<file path="src/rtl/out_mem_ctrl.sv">
// Output pixel memory controller: buffers GP pixels in a small FIFO, writes them
// in order into a shared single-port memory, then streams the stored frame to a host.
module out_mem_ctrl #(
  parameter int PIX_COUNT  = 153600,
  parameter int ADDR_W     = 18,
  parameter int DATA_W     = 8,
  parameter int FIFO_DEPTH = 4
) (
  input  logic              clk,
  input  logic              rst,
  input  logic              soft_clr,
  input  logic              gp_valid,
  input  logic [DATA_W-1:0] gp_pixel,
  output logic              gp_ready,
  output logic              mem_we,
  output logic              mem_re,
  output logic [ADDR_W-1:0] mem_addr,
  output logic [DATA_W-1:0] mem_wdata,
  input  logic              mem_busy,
  input  logic [DATA_W-1:0] mem_rdata,
  output logic              frame_done,
  input  logic              rd_start,
  output logic              rd_valid,
  output logic [DATA_W-1:0] rd_data,
  output logic              rd_last,
  input  logic              rd_ready,
  output logic [15:0]       frame_cnt
);
  localparam int CNT_W = $clog2(PIX_COUNT + 1);
  localparam int PTR_W = $clog2(FIFO_DEPTH);
  localparam int FCW   = PTR_W + 1;
  localparam logic [CNT_W-1:0]  PIX_FULL  = CNT_W'(PIX_COUNT);
  localparam logic [CNT_W-1:0]  PIX_LAST  = CNT_W'(PIX_COUNT - 1);
  localparam logic [ADDR_W-1:0] RD_LAST   = ADDR_W'(PIX_COUNT - 1);
  localparam logic [PTR_W:0]    FIFO_FULL = FCW'(FIFO_DEPTH);

  typedef enum logic [2:0] {FILL, DONE, RD_REQ, RD_WAIT, RD_OUT} state_t;

  state_t              state;
  logic [DATA_W-1:0]   fifo_mem [FIFO_DEPTH];
  logic [PTR_W-1:0]    wptr, rptr;
  logic [PTR_W:0]      fcount;
  logic [CNT_W-1:0]    acc_cnt, wr_cnt, wr_cnt_nx;
  logic [ADDR_W-1:0]   rd_addr;
  logic                fifo_empty, fifo_full;
  logic                push, wr_done, wr_final, issue, store, pop;
  logic [DATA_W-1:0]   issue_data;

  assign fifo_empty = (fcount == '0);
  assign fifo_full  = (fcount == FIFO_FULL);
  assign gp_ready   = (state == FILL) && !fifo_full && (acc_cnt < PIX_FULL);
  assign push       = gp_valid && gp_ready;
  assign wr_done    = mem_we && !mem_busy;
  assign wr_final   = wr_done && (wr_cnt == PIX_LAST);
  assign wr_cnt_nx  = wr_done ? wr_cnt + 1'b1 : wr_cnt;

  // A new write may be issued once the previous one is gone (or completing now).
  // An empty FIFO lets the incoming pixel bypass storage for single-cycle latency.
  assign issue      = (state == FILL) && (!mem_we || !mem_busy) && !wr_final &&
                      (!fifo_empty || push);
  assign pop        = issue && !fifo_empty;
  assign store      = push && !(issue && fifo_empty);
  assign issue_data = fifo_empty ? gp_pixel : fifo_mem[rptr];

  always_ff @(posedge clk) begin
    if (store) fifo_mem[wptr] <= gp_pixel;
  end

  always_ff @(posedge clk or negedge rst) begin
    if (!rst) begin
      state      <= FILL;
      wptr       <= '0;
      rptr       <= '0;
      fcount     <= '0;
      acc_cnt    <= '0;
      wr_cnt     <= '0;
      rd_addr    <= '0;
      mem_we     <= 1'b0;
      mem_re     <= 1'b0;
      mem_addr   <= '0;
      mem_wdata  <= '0;
      frame_done <= 1'b0;
      rd_valid   <= 1'b0;
      rd_data    <= '0;
      rd_last    <= 1'b0;
      frame_cnt  <= '0;
    end else if (soft_clr) begin
      state      <= FILL;
      wptr       <= '0;
      rptr       <= '0;
      fcount     <= '0;
      acc_cnt    <= '0;
      wr_cnt     <= '0;
      rd_addr    <= '0;
      mem_we     <= 1'b0;
      mem_re     <= 1'b0;
      mem_addr   <= '0;
      mem_wdata  <= '0;
      frame_done <= 1'b0;
      rd_valid   <= 1'b0;
      rd_data    <= '0;
      rd_last    <= 1'b0;
    end else begin
      if (store) wptr <= wptr + 1'b1;
      if (pop)   rptr <= rptr + 1'b1;
      if (store && !pop)      fcount <= fcount + 1'b1;
      else if (!store && pop) fcount <= fcount - 1'b1;
      if (push) acc_cnt <= acc_cnt + 1'b1;
      wr_cnt <= wr_cnt_nx;

      case (state)
        FILL: begin
          if (wr_final) begin
            state      <= DONE;
            frame_done <= 1'b1;
            mem_we     <= 1'b0;
          end else if (issue) begin
            mem_we    <= 1'b1;
            mem_addr  <= ADDR_W'(wr_cnt_nx);
            mem_wdata <= issue_data;
          end else if (wr_done) begin
            mem_we <= 1'b0;
          end
        end
        DONE: begin
          if (rd_start) begin
            state    <= RD_REQ;
            rd_addr  <= '0;
            mem_re   <= 1'b1;
            mem_addr <= '0;
          end
        end
        RD_REQ: begin
          if (!mem_busy) begin
            state  <= RD_WAIT;
            mem_re <= 1'b0;
          end
        end
        RD_WAIT: begin
          rd_data  <= mem_rdata;
          rd_valid <= 1'b1;
          rd_last  <= (rd_addr == RD_LAST);
          state    <= RD_OUT;
        end
        RD_OUT: begin
          if (rd_ready) begin
            rd_valid <= 1'b0;
            rd_last  <= 1'b0;
            if (rd_last) begin
              state      <= FILL;
              acc_cnt    <= '0;
              wr_cnt     <= '0;
              rd_addr    <= '0;
              mem_addr   <= '0;
              frame_done <= 1'b0;
              frame_cnt  <= frame_cnt + 16'd1;
            end else begin
              state    <= RD_REQ;
              rd_addr  <= rd_addr + 1'b1;
              mem_addr <= rd_addr + 1'b1;
              mem_re   <= 1'b1;
            end
          end
        end
        default: state <= FILL;
      endcase
    end
  end
endmodule

</file>
<file path="config.mk">
export PLATFORM = sky130hd
export DESIGN_NAME = out_mem_ctrl
export DESIGN_NICKNAME = d
export VERILOG_FILES = /design/src/rtl/out_mem_ctrl.sv
export SDC_FILE = /design/constraint.sdc
export NUM_CORES = 1
export LEC_CHECK = 0
export CORE_ASPECT_RATIO = 0.7
export CORE_MARGIN = 2
export CORE_UTILIZATION = 52
export CTS_CLUSTER_SIZE = 14
export DETAILED_ROUTE_END_ITERATION = 6
export MAX_ROUTING_LAYER = met4
export PLACE_DENSITY = 0.74
export SYNTH_ARGS = -nofsm -noshare
export SYNTH_HDL_FRONTEND = slang
export SYNTH_SLANG_ARGS = --single-unit
</file>
<file path="constraint.sdc">
create_clock -name clk -period 6.6 [get_ports clk]
set_input_delay 1.32 -clock clk [delete_from_list [all_inputs] [get_ports clk]]
set_output_delay 1.32 -clock clk [all_outputs]
set_load 0.1 [all_outputs]
</file>
-- Word-level counts from Yosys, hierarchy flattened
Memory sizes are Yosys's and may differ from the RTL's.
Cells that the tools add are included.
- memories kept: 1
- register bits: 119
- output and inout bits: 56
- bits in latches: 0
- bits in read-only memories: 0
- bits in writable memories: 32
- input bits: 23
- shift operators: 0
- multipliers: 0
- $lt $le $gt $ge: 1
- bitwise gates (word level): 1
- muxes and demuxes: 63
- reductions and logical operators: 46
- equal/unequal tests: 16
- div/mod/pow operators: 0
- add/sub/neg operators: 8
- memory list (name ; words ; bits a word ; rd ports ; clocked after Yosys merged registers in ; wr ports ; RTL line ; RTL):
    fifo_mem ; 4 ; 8 ; 1 ; 0 ; 1 ; 40 ; logic [DATA_W-1:0] fifo_mem [FIFO_DEPTH];
- operator list (kind ; number):
    2-to-1 mux 18 bit ; 17
    2-to-1 mux 8 bit ; 7
    adder 18 x 1 -> 18 bit (second input constant) ; 3
    case mux 18 bit (3 select lines) ; 1
    equality test 18 bit (second input constant) ; 2
    case mux 18 bit (2 select lines) ; 1
    2-to-1 mux 3 bit ; 8
    != test 3 bit (second input constant) ; 8
    2-to-1 mux 1 bit ; 19
    less-than comparator 18 bit (second input constant) ; 1
    adder 16 x 1 -> 16 bit (second input constant) ; 1
    case mux 3 bit (5 select lines) ; 1
    logical AND 1 bit ; 13
    AND reduction 4 bit ; 3
    nonzero test 3 bit ; 4
    nonzero test 4 bit ; 3
    2-to-1 mux 2 bit ; 5
    AND reduction 5 bit ; 2
    nonzero test 2 bit ; 5
    logical NOT 1 bit ; 8
    equality test 3 x 2 -> 1 bit (second input constant) ; 2
    equality test 3 bit (second input constant) ; 2
    logical NOT 3 bit ; 2
    case mux 1 bit (2 select lines) ; 3
    10 further kinds ; 14

-- Longest topological paths before layout
Gate-level depths: netlist of run 1.
- word-level depth: 15
- gate-level depth with buffers: 9
- depth with buffers taken out: 9

-- Worst setup path after synthesis of run 1
No wires, ideal clock.
- kind: register to output
- start: reg state[0]
- end: out gp_ready
- path slack: 2.764 ns
- cell stages (with the launch flop): 6
- arrival: 2.516 ns
- path through: dfrtp_1 -> clkbuf_1 -> nor3_1 -> o311ai_2 -> clkbuf_1 -> nor2_1
- longest elaborated chain between the ends: 3
- RTL lines (what ; RTL line ; RTL):
    from (decl) ; 39 ; state_t state;
    from (signal assigned) ; 71 ; state <= FILL;
    from (signal assigned) ; 88 ; state <= FILL;
    from (signal assigned) ; 114 ; state <= DONE;
    logical NOT 3 bit ; 51 ; assign gp_ready = (state == FILL) && !fifo_full && (acc_cnt < PIX_FULL);
    logical AND 1 bit (2 in a row) ; 51 ;
    to (decl) ; 14 ; output logic gp_ready,
No other way between the ends.

-- Worst setup path in the final report of run 1
- start: reg state[1]
- end: out gp_ready
Same word-level chain as after synthesis.

==> results of run 1 <==
[worst register-to-register path: stages, from the launching register on]
cell	delay, ps
dfrtp_1	570
or3_1	460
nor2_1	140
a21boi_2	330
nor2_1	100
fa_1	410
or3_1	380
mux2i_1	190
mux2_2	350
[through the flow]
stage	util, %	hold slack (ps)	std cells	cell area (sq um)
floorplan	-	478	725	7610
global placement	60.5	463	964	8530
detailed placement	60.5	467	964	8530
CTS	65.0	479	995	9160
global route	65.0	505	995	9160
finish	65.0	476	995	9160
[cell type report]
type / count / area share [%]
clock inverter: 11 / 1.91
multi-input combinational: 521 / 37.8
tap: 190 / 2.60
inverter: 17 / 0.697
clock buffer: 20 / 5.00
timing repair buffer: 85 / 9.02
sequential: 151 / 43.0
[per-layer routing]
metal	share of wire [%]	track usage [%]	up-vias
met4	1.7	7.96	0
met1	45	35.7	2922
met3	8.5	5.93	33
met5	0	-	-
met2	45	37.5	302
li1	-	-	2751
[power groups by stage]
stage / Clock (mW) / Combinational, mW / Sequential (mW)
floorplan: 0 / 0.564 / 1.40
global placement: 0 / 1.06 / 1.16
detailed placement: 0 / 1.09 / 1.17
CTS: 1.06 / 1.10 / 1.15
global route: 1.10 / 1.18 / 1.17
finish: 1.05 / 1.10 / 1.15
[flip-flops by register name, indices dropped and copies added, names as in the netlist, 3 cells and up]
name	count
fifo_mem	32
acc_cnt	18
mem_addr	18
rd_addr	18
wr_cnt	18
frame_cnt	16
mem_wdata	8
rd_data	8
fcount	3
state	3
[worst max-delay path by stage]
stage	start	end	slack [ps]	cells after the start
2_1_floorplan	state[0]	gp_ready	2760	5
3_3_place_gp	mem_busy	fcount[2]	2470	9
3_5_place_dp	mem_busy	fcount[2]	2350	9
4_1_cts	state[1]	gp_ready	2060	5
5_1_grt	state[1]	gp_ready	1960	5
6_report	state[1]	gp_ready	2050	5
[cell usage in the layout, fill, tap and decap left out, types with 24 or more instances in the layout]
cell,instances
clkdlybuf4s50_1,76
a21oi_1,33
dfrtp_1,119
nor4_1,24
xnor2_1,41
nand2_1,78
mux2_2,30
edfxtp_1,32
nand3_1,31
nor2_1,72
o21ai_0,34
[cells by family after synthesis]
logic type | Yosys count
fa+ha+maj | 9
simple gates | 295
xor+xnor | 54
mux | 46
flops | 151
compound gates | 117
buf+inv | 53
==> metrics.txt, run 1 <==
RSZ-0062 raised after global routing=no; hold_buf cts=0; via/cell ratio=just over 6; Starting Density=54.0%; # setup viols final=0; post-cts resize count=0; # diodes=0; maximum fanout along the worst path=19; Post-CTS Setup Bufs=0; GR Overflow Total=0; WP data required=5280 ps; Min-Delay Path Class=register to register; Primary FF master, synth=dfrtp_1; reg-to-reg endpoint=fcount[2]; fin worst setup slack=2050 ps; TNS Setup=0 ps; Clock Path Buffers=2; sw power=1.24 mW; r2r setup slk=about 3600 ps; # H-tree levels=4; largest family of logic cells by synthesized area=simple AND/OR/NAND/NOR gates; nets@finish=825; origin of the worst min-delay path=frame_cnt[15]; synth cell count leaders=dfrtp_1 (119), nand2_1 (78), nor2_1 (72); post-synthesis simple-gate area fraction=19.8%; largest net degree at the start of global routing=61; # fillers=around 1100; GPL Wtd Cong=0.950; ys async rst share=78.8%; Hold Path Sink=frame_cnt[15]; Post-synth EDFFs=32; CP delay by family, top=buffers and inverters; slowest stage cell, crit path=clkdlybuf4s50_1; synth unique cells=71; peak supply drop=0.000349 V; first-pass GRT wire length=30.5 mm; FF/Latch Area=approximately 3900 sq um; CTS root buffer=clkbuf_16; # rows=36; top cell type's share of synthesized area=39.1%; initial antenna violation count=0; I/O pin cnt=79; internal power=between 2 and 2.5 mW; footprint of the multi-input gates=3460 sq um; IO Port Bufs=78; most frequent cell after synthesis=dfrtp_1; CTS sink cnt=151; Max Slew Vio Count=0; placed wire-length estimate=between 10 and 15 mm; switching share of power=37.5%; via count=6008; warnings from Yosys=0; portion of netlist area occupied by mux cells=7.87%; Mapped Nets=757; Worst-Skew Late Latency=420 ps; wirelength, routed=roughly 19 mm; Period minus WS final=approximately 4600 ps; post-route ant nets=0; Layout area overhead=20.3%; crit start category=register; crit path cell chain=nor3_1 > o311ai_2 > buf_4 > nor2_1 > clkdlybuf4s50_1; Post-Synth Adder-Cell Area=between 1.5 and 2%; final routed DRC violation total=0; fraction of the yosys area taken by sequential cells=just over 50%; Crit Path Category=register to output port; Seq cells post-synth=151; TritonCTS clock tree=built; Mapped Area=7610 sq um; Die W=149 microns; layout cells sized above 1=11.3%; Hold Path Stages=1; Final Hold Viols=0; combinational power share=approximately 33%; Tcrit/Tclk final=69.0%; Max-Cap Viols=0; Synth area leaders=dfrtp_1 (39%), edfxtp_1 (13%), xnor2_1 (4.7%), mux2_2 (4.4%), nand2_1 (3.8%); sequential power share=34.9%; clock input transition at the sequential cells of the worst setup and hold paths=about 60 ps; Initial DRT Pass Iterations=7; run status=finished clean; Static Leak=around 3.7 nW; Pwr Density=about 360 nW/um^2; RR Startpoint=state[1]; routed len/inst=18.8 microns; worst rel slew slack=32.5%; post-synthesis xor/xnor area fraction=6.21%; Design Power=around 3.3 mW; vias in the first global route=5938; r2r worst-path depth=8; Iter 0 DRT Violations=702; CP arrival=3230 ps; Total GRT Usage=25.6%; Compound-Gate Fraction of Synth Area=10.0%; Crit. End Element=output port; Die Span Y=105 microns; Worst Path Buf+Inv=2; worst clock skew=around 8.6 ps; Die Area=between 15000 and 20000 sq um; Slew @ Worst Pin=1010 ps; fmax=0.220 GHz; CP peak stage delay=1140 ps; Core Footprint=14100 sq um; dpl ws=2350 ps; post-synthesis cell count=between 700 and 800; clock power share=between 30% and 40%; Avg Inst Size Synth=10.5 sq um; TritonCTS buffer count=17; largest area contributor in the netlist=dfrtp_1
Power figures use the tool's default switching activity.
==> run 2: changes to the inputs <==
clock period = 4.25 ns   (was 6.6 ns; I/O delays follow)
==> run 2 against run 1 <==
Compared with the run above:
- die area unchanged
- non-clock buffer count up 7
- clock power up 46%
- clock-buffer cell count up 5
- first-iteration DRC count down 30%
- global-route usage up 0.96 points
- combinational power up 56%
- sequential share of layout area down 0.11 points
- design area up 0.25%
- clock skew about the same
- core utilization up 0.16 points
- largest power group unchanged
==> metrics.txt, run 2 (synthesis results as in run 1) <==
run status=finished clean; most frequent cells in the layout=dfrtp_1 (119), nand2_1 (78), clkdlybuf4s50_1 (75), nor2_1 (72), xnor2_1 (41); TritonCTS clock tree=built; wirelength, routed=18.9 mm (+1.1%); TritonCTS buffer count=17 (unchanged); # H-tree levels=4 (unchanged); largest net degree at the start of global routing=53 (-13%); Core Footprint=14100 sq um (unchanged); CTS root buffer=clkbuf_16; Period minus WS final=3390 ps; first-pass GRT wire length=31.4 mm (+2.8%); routed len/inst=18.9 microns (+0.32%); Pwr Density=549 nW/um^2 (+53%); CTS sink cnt=151 (unchanged); post-route ant nets=0 (unchanged); Die W=149 microns (unchanged); Die Area=15600 sq um (unchanged); # diodes=0 (unchanged); GPL Wtd Cong=0.891 (-6.2%); Max-Cap Viols=0 (unchanged); Crit Path Category=primary input to register; via count=6050 (+0.70%); # rows=36 (unchanged); RR Startpoint=state[1]; Starting Density=54.0% (unchanged); worst clock skew=8.27 ps (-0.285 ps); vias in the first global route=6010 (+1.2%); Initial DRT Pass Iterations=5 (-2); reg-to-reg endpoint=fcount[2]; Static Leak=3.70 nW (+0.97%); Post-CTS Setup Bufs=0 (unchanged); commonest non-fill, non-tap cell in the layout=dfrtp_1; Crit. End Element=register; via/cell ratio=6.03 (-0.10%); nets@finish=832 (+0.85%); GR Overflow Total=0 (unchanged); placed wire-length estimate=13.3 mm (+4.1%); Final Hold Viols=0 (unchanged); maximum fanout along the worst path=9 (-10); Die Span Y=105 microns (unchanged); r2r setup slk=1180 ps (-2380 ps); WP data required=4560 ps (-720 ps); final routed DRC violation total=0 (unchanged); r2r worst-path depth=8 (unchanged); initial antenna violation count=0 (unchanged); CP arrival=3700 ps (+470 ps); hold_buf cts=0 (unchanged); Worst-Skew Late Latency=430 ps (about the same); worst rel slew slack=32.6% (+0.17 points); Clock Path Buffers=2 (unchanged); Total GRT Usage=26.5% (+0.96 points); hold_ws=480 ps (+3.48 ps); Slew @ Worst Pin=1010 ps (-2.62 ps); Max Slew Vio Count=0 (unchanged); I/O pin cnt=79 (unchanged); post-cts resize count=0 (unchanged); # setup viols final=0 (unchanged); RSZ-0062 raised after global routing=no; crit start category=primary input; peak supply drop=0.000418 V (+20%); fmax=0.295 GHz; Tcrit/Tclk final=roughly 80%; Min-Delay Path Class=primary input to async pin; Iter 0 DRT Violations=489 (-30%); layout cells sized above 1=12.2% (+0.87 points); clock input transition at the sequential cells of the worst setup and hold paths=60 ps (about the same); Layout area overhead=20.6%; TNS Setup=0 ps (unchanged); IO Port Bufs=78 (unchanged); max reg flops=32 (unchanged); largest reg by FF count=fifo_mem
==> run 2: worst max-delay path by stage <==
stage	from	end	slack, ps	cells past startpoint
after floorplan	state[0]	gp_ready	880	5
after global placement	mem_busy	fcount[2]	560	9
final	mem_busy	fcount[2]	860	9
after detailed placement	mem_busy	fcount[2]	470	9
after CTS	mem_busy	fcount[2]	890	9
after global routing	mem_busy	fcount[2]	750	9
==> run 2: critical path: stages <==
cell and delay [ps]:
clkdlybuf4s50_1 630, and4b_1 290, and4_1 190, a21boi_2 320
nor2_1 120, fa_1 390, or3_1 380, mux2i_1 160
mux2_2 350
==> run 2: per-stage QoR <==
stage	util, %	area (sq um)	total power, mW	std cells	setup WS [ps]
6_report	65.1	9180	5.04	1003	856
2_1_floorplan	-	7610	3.05	725	884
3_3_place_gp	60.8	8580	3.47	971	563
4_1_cts	65.1	9180	5.06	1003	885
5_1_grt	65.1	9180	5.27	1003	753
3_5_place_dp	60.8	8580	3.51	971	471
==> run 2: cell type report <==
cell class	count	area (sq um)
fillers	1053	4920
flip-flops and latches	151	3940
multi-input cells	521	3460
repair buffers	92	876
clock buffers	25	517
well taps	190	238
clock inverters	7	88.8
inverters	17	63.8
==> run 2: metal layers <==
layer	part of all wire (%)	vias to the layer above	track usage, %
met2	45	291	37.5
met3	8.0	31	6.41
li1	-	2776	-
met4	1.8	0	8.98
met1	45	2952	37.8
met5	0	-	-
==> run 2: power by group <==
group | internal [mW] | total [mW] | switching (mW)
Clock | 0.959 | 1.53 | 0.576
Sequential | 1.64 | 1.79 | 0.150
Combinational | 0.550 | 1.72 | 1.17
==> run 3: changes to the inputs <==
PLACE_DENSITY = 0.77   (was 0.74)
clock period = 3 ns   (was 4.25 ns; I/O delays follow)
==> run 3 against run 2 <==
Compared with the run above:
- worst hold slack worse by 5.6 ps
- critical path depth is 5 lower
- setup slack worse by 630 ps
- sequential share of layout area is 0.29 points lower
- core utilization is 0.47 points higher
- clock-buffer cell count is 4 lower
- global-route usage is 0.24 points higher
- critical endpoint is now gp_ready
- largest cell class unchanged
- highest routed layer unchanged
==> metrics.txt, run 3 (synthesis results as in run 1) <==
sw power=2.77 mW (+46%); fin worst setup slack=222 ps (-634 ps); worst clock skew=10.7 ps (+2.39 ps); placed wire-length estimate=13.6 mm (+2.3%); worst rel slew slack=44.2% (+12 points); routed len/inst=18.7 microns (-0.71%); sequential power share=34.4% (-1.1 points); fmax=0.360 GHz; maximum fanout along the worst path=8 (-1); run status=finished clean; CTS sink cnt=151 (unchanged); Tcrit/Tclk final=92.6%; Period minus WS final=2780 ps; clock power share=29.3% (-1.1 points); Layout area overhead=21.5%; Die W=149 microns (unchanged); met2 Use GR=38.9% (+1.4 points); CTS root buffer=clkbuf_16; I/O pin cnt=79 (unchanged); r2r setup slk=350 ps (-830 ps); clock input transition at the sequential cells of the worst setup and hold paths=60 ps (about the same); Initial DRT Pass Iterations=5 (unchanged); largest net degree at the start of global routing=87 (+64%); Starting Density=54.0% (unchanged); reg-to-reg endpoint=fcount[2]; Hold Path Sink=frame_cnt[15]; Worst-Skew Late Latency=430 ps (about the same); Total GRT Usage=26.7% (+0.24 points); layout cells sized above 1=21.6% (+9.4 points); Max-Cap Viols=0 (unchanged); via count=6199 (+2.5%); met1 usage=37.7% (about the same); fin cells=1027 (+2.4%); Die Area=15600 sq um (unchanged); peak supply drop=0.000647 V (+55%); largest reg by FF count=fifo_mem; max reg flops=32 (unchanged); # setup viols final=0 (unchanged); crit start category=register; nets@finish=856 (+2.9%); Pwr Density=785 nW/um^2 (+43%); Crit. End Element=output port; IO Port Bufs=78 (unchanged); origin of the worst min-delay path=frame_cnt[15]; dpl ws=-190 ps (-661 ps); Max Slew Vio Count=0 (unchanged); met3 Usage GRT=7.27% (+0.87 points); via/cell ratio=6.04 (about the same); # diodes=0 (unchanged); wirelength, routed=19.2 mm (+1.7%); CP arrival=2180 ps (-1520 ps); combinational power share=36.3% (+2.2 points); Slew @ Worst Pin=829 ps (-178 ps); # H-tree levels=4 (unchanged); Core Footprint=14100 sq um (unchanged); Inst Count DP=994 (+2.4%); first-pass GRT wire length=31.8 mm (+1.4%); initial antenna violation count=0 (unchanged); grt peak-use layer=met2; Final Hold Viols=0 (unchanged); internal power=4.49 mW (+43%); Min-Delay Path Class=register to register; RR Startpoint=wr_cnt[0]; Design Power=7.26 mW (+44%); final routed DRC violation total=0 (unchanged); GPL Wtd Cong=0.912 (+2.4%); Layout Utilization=65.6% (+0.47 points); commonest non-fill, non-tap cell in the layout=dfrtp_1; Clock Path Buffers=2 (unchanged); r2r worst-path depth=9 (+1); post-route ant nets=0 (unchanged); switching share of power=38.2% (+0.57 points); Hold Path Stages=1; most frequent cells in the layout=dfrtp_1 (118), buf_4 (91), nand2_1 (78), nor2_1 (71), xnor2_1 (41); Static Leak=3.94 nW (+6.4%); vias in the first global route=6140 (+2.2%); Design Area, Final=9250 sq um (+0.72%); Crit Path Category=register to output port; Iter 0 DRT Violations=616 (+26%); placed instance area=8650 sq um (+0.89%); TritonCTS clock tree=built; Die Span Y=105 microns (unchanged); WP data required=2400 ps (-2160 ps); # rows=36 (unchanged); # fillers=1080 (+2.6%); GR Overflow Total=0 (unchanged); RSZ-0062 raised after global routing=no; TritonCTS buffer count=17 (unchanged)
## run 3: cell count changes in the layout (fill, tap and decap cells not counted), moves of 2 or more
cell / change
clkdlybuf4s50_1: -55
buf_4: +75
buf_12: +3
inv_4: +3
clkbuf_8: -2
## run 3: final cells by class
cell class                 instances  area [sq um]  share of cell area (%)
multi-input combinational        521          3470                    37.5
timing repair buffer             116           958                    10.4
inverter                          17          63.8                   0.690
clock buffer                      21           460                    4.98
clock inverter                    11           120                    1.30
tap                              190           238                    2.57
sequential                       151          3940                    42.6
## run 3: critical path, stage by stage, from the launching register on
cell and delay (ps):
dfrtp_1 450, o21ai_0 450, o311ai_2 390, nor2_2 250
buf_12 200
## run 3: stage by stage
step,hold slack [ps],TNS (ps)
after CTS,476,0
after floorplan,304,0
final,474,0
after detailed placement,457,-190
after global routing,482,0
after global placement,450,-114
## run 3: metal layers
| layer | share of wire [%] | wire length, microns |
|---|---|---|
| met1 | 45 | 8690 |
| met2 | 45 | 8620 |
| met3 | 8.7 | 1670 |
| met4 | 1.4 | 264 |
| met5 | 0 | 0 |
## run 3: power by group through the flow
stage                     logic [mW]  clock network (mW)  registers [mW]
after floorplan                 1.25                   0            3.08
after global placement          2.54                   0            2.51
after detailed placement        2.60                   0            2.53
after CTS                       2.62                2.15            2.49
after global routing            2.80                2.25            2.52
final                           2.64                2.13            2.50
## run 3: what timing repair did
action                                  in CTS  in global routing
endpoints found under the setup margin       0                  1
hold endpoints to repair                     3                  0
hold buffers                                 1                  0
resized for setup                            0                  1
setup buffers                                0                  0
## run 3: worst max path at each step
stage,startpoint,end,cells past startpoint
floorplan,mem_we,fcount[2],8
global placement,mem_busy,fcount[2],9
detailed placement,mem_busy,fcount[2],9
CTS,state[1],gp_ready,5
global route,acc_cnt[15],gp_ready,4
finish,acc_cnt[15],gp_ready,4
